[config.mk]
export PLATFORM = sky130hd
export DESIGN_NAME = seq_shift_add_mult
export DESIGN_NICKNAME = d
export VERILOG_FILES = /design/src/rtl/seq_shift_add_mult.sv
export SDC_FILE = /design/constraint.sdc
export NUM_CORES = 1
export LEC_CHECK = 0
export ABC_CLOCK_PERIOD_IN_PS = 3900
export CAP_MARGIN = 10
export CORE_ASPECT_RATIO = 1.4
export CORE_UTILIZATION = 45
export CTS_BUF_LIST = sky130_fd_sc_hd__clkbuf_4 sky130_fd_sc_hd__clkbuf_8
export DETAILED_ROUTE_END_ITERATION = 16
export PLACE_DENSITY = 0.74
export SETUP_SLACK_MARGIN = 0.3
export SLEW_MARGIN = 20
export SYNTH_ARGS = -nofsm -noshare
export SYNTH_HDL_FRONTEND = slang
export SYNTH_SLANG_ARGS = --single-unit
[constraint.sdc]
create_clock -name clk -period 3.9 [get_ports clk]
set_input_delay 0.78 -clock clk [delete_from_list [all_inputs] [get_ports clk]]
set_output_delay 0.78 -clock clk [all_outputs]
set_load 0.01 [all_outputs]
[src/rtl/seq_shift_add_mult.sv]
`default_nettype none
// ============================================================================
// Module      : seq_shift_add_mult
// Description : Iterative shift-and-add multiplier. It takes WIDTH-bit
//               operands in signed or unsigned mode, consumes one multiplier
//               bit per clock with a single adder, and uses a start/busy/done
//               handshake. The product register is 2*WIDTH bits wide.
// Revision    : 1.0 - initial release
// ============================================================================
module seq_shift_add_mult #(
    parameter int WIDTH = 8
) (
    input  logic               clk,
    input  logic               reset,
    input  logic               start,
    input  logic               signed_mode,
    input  logic [WIDTH-1:0]   A,
    input  logic [WIDTH-1:0]   B,
    output logic               busy,
    output logic               done,
    output logic [2*WIDTH-1:0] P
);

    // The counter only has to reach WIDTH-1. It may wrap after the last bit,
    // and that is harmless.
    localparam int                 c_CNT_W    = (WIDTH > 1) ? $clog2(WIDTH) : 1;
    localparam logic [c_CNT_W-1:0] c_LAST_BIT = c_CNT_W'(WIDTH - 1);

    localparam logic [1:0] c_ST_IDLE   = 2'd0;
    localparam logic [1:0] c_ST_CALC   = 2'd1;
    localparam logic [1:0] c_ST_FINISH = 2'd2;

    logic [1:0]         r_state;
    logic [WIDTH-1:0]   r_mcand;   // multiplicand magnitude
    logic [WIDTH-1:0]   r_mplr;    // multiplier magnitude, shifted right each step
    logic               r_neg;     // sign to apply to the magnitude product
    logic [2*WIDTH-1:0] r_acc;
    logic [c_CNT_W-1:0] r_cnt;

    logic [WIDTH-1:0]   w_mag_a;
    logic [WIDTH-1:0]   w_mag_b;
    logic               w_neg;
    logic [2*WIDTH-1:0] w_addend;

    // Operand magnitudes and the result sign. -2^(WIDTH-1) maps to itself,
    // and that value is correct when read as an unsigned magnitude.
    always_comb begin
        w_mag_a  = (signed_mode && A[WIDTH-1]) ? ({WIDTH{1'b0}} - A) : A;
        w_mag_b  = (signed_mode && B[WIDTH-1]) ? ({WIDTH{1'b0}} - B) : B;
        w_neg    = signed_mode & (A[WIDTH-1] ^ B[WIDTH-1]);
        w_addend = {{WIDTH{1'b0}}, r_mcand} << r_cnt;
    end

    // Control FSM, datapath and registered handshake outputs
    always_ff @(posedge clk) begin
        if (reset) begin
            r_state <= c_ST_IDLE;
            r_mcand <= '0;
            r_mplr  <= '0;
            r_neg   <= 1'b0;
            r_acc   <= '0;
            r_cnt   <= '0;
            busy    <= 1'b0;
            done    <= 1'b0;
            P       <= '0;
        end else begin
            done <= 1'b0;
            case (r_state)
                c_ST_IDLE: begin
                    if (start) begin
                        r_mcand <= w_mag_a;
                        r_mplr  <= w_mag_b;
                        r_neg   <= w_neg;
                        r_acc   <= '0;
                        r_cnt   <= '0;
                        busy    <= 1'b1;
                        // A zero operand skips the bit loop. The accumulator
                        // stays zero, so the sign has no effect.
                        if ((w_mag_a == '0) || (w_mag_b == '0)) begin
                            r_state <= c_ST_FINISH;
                        end else begin
                            r_state <= c_ST_CALC;
                        end
                    end
                end

                c_ST_CALC: begin
                    if (r_mplr[0]) begin
                        r_acc <= r_acc + w_addend;
                    end
                    r_mplr <= r_mplr >> 1;
                    r_cnt  <= r_cnt + 1'b1;
                    if (r_cnt == c_LAST_BIT) begin
                        r_state <= c_ST_FINISH;
                    end
                end

                c_ST_FINISH: begin
                    P       <= r_neg ? ({2*WIDTH{1'b0}} - r_acc) : r_acc;
                    done    <= 1'b1;
                    busy    <= 1'b0;
                    r_state <= c_ST_IDLE;
                end

                default: begin
                    r_state <= c_ST_IDLE;
                    busy    <= 1'b0;
                end
            endcase
        end
    end

endmodule
`default_nettype wire
==> results.md <==
- Vias in the first global route: 2955
- Wire per inst: 13.65 um
- Input/output buffers: 37
- Most frequent cells in the layout: nor2_1 (60), dfxtp_1 (56), a21oi_1 (39)
- Required @ worst endpoint: 4.13 ns
- Outcome: finished clean
- Slowest-stage cell, CP: dfxtp_1
- Synth Area in XOR/XNOR: 7.698%
- Fin. Hold Viols: 0
- Post-CTS sizing: 0
- Hold buffer count at CTS: 0
- Vias/cell: 5.598
- Clock Tree Buf Depth: 2
- Buf+Inv Stages, Crit Path: 0
- Seq/Total Area, Yosys: 30.79%
- DRC: 0
- Fin nets: 512
- Fill cell count: 780
- Layout cell share with drive strength beyond 1: 5.085%
- Period Utilization, post-route: 86.58%
- CTS sink count: 56
- Worst EP arrival: 3.61 ns
- Area fraction in compound gates after synthesis: 23.54%
- HP Class: flip-flop to flip-flop
- TritonRoute pass-1 iters: 4
- Worst-path clk slew: 0.11 ns
- Post-synthesis mux area share: 4.021%
- # rows: 38
- Core Region: 0.007797 sq mm
- RSZ-0062 raised after global routing: false
- Initial antenna violation count: 0
- Layout area overhead: 12.51%
- Total Wirelength: 7809 um
- Max_cap viols: 0
- Count of final setup violators: 0
- Post-CTS setup repair buffer count: 0
- Synth Warn #: 0
- Combinational family with the most area after synthesis: compound AO/OA/AOI/OAI gates
- Die Area: 0.008460 sq mm
- Setup tns final: 0 ns
- Mapped Area: 0.003641 sq mm
- Dpl hpwl: 5964 um
- CP startpoint kind: flip-flop
- PD cells: 280.2 mW/mm^2
- WHS: 0.4614 ns
- Worst Skew: 0.007928 ns
- Post-synth top area share: 30.79%
- Leak pwr: 0.001521 uW
- N_diodes: 0
- Syn Inst Count: 448
- Worst-margin pin slew: 0.9879 ns
- Gr ovfl total: 0
- GRT Overall Usage: 19.54%
- Crit-path cells: mux2_2 > o21ai_0 > mux2i_1 > ha_1 > and3_1 > a221o_1 > a31oi_1 > o31ai_1 > xor2_1 > a22o_1
- Delay-heaviest family, CP: compound AO/OA/AOI/OAI gates
- Slowest stage delay, CP: 0.68 ns
- Post-synth EDFFs: 0
- Initial cell density of the core: 46.69%
- Worst Path Max Fanout: 15
- Register bit total from synthesis: 56
- Most common cell after layout, fill and taps aside: nor2_1
- Largest net degree at the start of global routing: 57
- CTS tree: built
- Peak VDD IR: 0.2037 mV
- Fin. max-slew vios: 0
- Final GP Congestion: 0.8905
- Worst-Skew Late Latency: 0.33 ns
- Worst Setup Path Type: flip-flop to flip-flop
- Slew headroom: 34.14%
- Die Span X: 78.02 um
- CTS buffer count: 5
- CP Capture Type: flip-flop
- First-pass GRT wire length: 12920 um
- Root Buffer: clkbuf_8
- Async SR Flop Fraction: 0%
- Post-Synth Adder-Cell Area: 7.423%
- Fmax achieved: 0.2962 GHz
- Synth cell types: 52
- DRT iter0 DRCs: 171
- I/O pin count: 38
- Mapped Nets: 489
- Synth area leader: dfxtp_1
- H-tree levels: 2
- Vias: 3202
- Primary FF master, synth: dfxtp_1
- Simple-gate portion of the synthesized area: 21.13%
- DRT antenna net count: 0
- Post-layout min period: 3.377 ns
- Die Ht: 108.4 um
- Syn Area/Cell: 8.127 sq um
- Ranking of synthesized cells by area: dfxtp_1 (31%), ha_1 (6.9%), nor2_1 (6.2%), a21oi_1 (5.4%), xor2_1 (4.3%)
-- registers in the layout, indices dropped and copies added (netlist names) --
| name | count |
|---|---|
| done | 1 |
| busy | 1 |
| r_mcand | 8 |
| P | 16 |
| r_neg | 1 |
| r_mplr | 8 |
| r_state | 2 |
| r_acc | 16 |
| r_cnt | 3 |
-- final timing paths --
kind         slack, ns                  start                endpoint  cells past startpoint
max               0.52  r_cnt[1]$_SDFFE_PP0P_  r_acc[14]$_SDFFE_PP0P_                     10
min               0.46     P[10]$_SDFFE_PP0P_      P[10]$_SDFFE_PP0P_                      2
max reg2reg       0.52  r_cnt[1]$_SDFFE_PP0P_  r_acc[14]$_SDFFE_PP0P_                     10
min reg2reg       0.46     P[10]$_SDFFE_PP0P_      P[10]$_SDFFE_PP0P_                      2
-- worst min-delay path, stage by stage, from the launching register on --
cell and delay, ns:
dfxtp_1 0.32, nand2_1 0.05, a21oi_1 0.05
-- logic make-up after synthesis --
group	count (synthesis)
multiplexers	14
AND/OR/NAND/NOR	161
adder cells (fa/ha/maj)	21
AO/OA/AOI/OAI	127
buffers and inverters	37
flip-flops	56
XOR/XNOR	32
-- layer usage --
metal  track usage [%]  part of all wire, %  up-vias
li1                  -                    -     1667
met3             3.291                  2.6       12
met1             19.88                   42     1466
met4             9.524                  2.6        0
met2             38.05                   53       57
met5                 0                    0        -
-- cell type report --
cell class	instances	area, sq um	area share (%)
clock buffers	5	68.82	1.680
flip-flops and latches	56	1121	27.37
repair buffers	38	372.9	9.102
inverters	15	56.30	1.374
multi-input cells	355	2331	56.90
clock inverters	3	21.27	0.5192
well taps	100	125.1	3.054
-- power by group --
part	switching (uW)	internal, uW
logic	110	86.3
registers	23.5	591
clock network	208	128
-- cells in the mapped netlist, types with 4 or more instances --
library cell and n:
nor3_1 7, dfxtp_1 56, o22ai_1 7, a22oi_1 10
mux2i_1 9, nand2_1 37, a211oi_1 15, clkbuf_8 5
ha_1 20, xnor2_1 14, inv_1 15, o21ai_0 16
a311oi_1 6, nor2_1 60, a22o_1 7, o31ai_1 6
nor2b_1 4, xor2_1 18, or3_1 5, clkbuf_1 16
a21oi_1 39, mux2_2 5, nand2b_1 11, nand3_1 13
-- metrics by stage --
step / cells / worst slack (ns) / total power [uW] / utilization [%] / cell area, sq um
floorplan: 448 / 0.8157 / 766.1 / - / 3641
finish: 572 / 0.5234 / 1148 / 52.54 / 4096
global placement: 564 / 0.6596 / 818.4 / 51.38 / 4006
detailed placement: 564 / 0.5546 / 825.3 / 51.38 / 4006
CTS: 572 / 0.5318 / 1154 / 52.54 / 4096
global route: 572 / 0.3282 / 1198 / 52.54 / 4096
No activity file was read; power rests on OpenSTA's default activity.
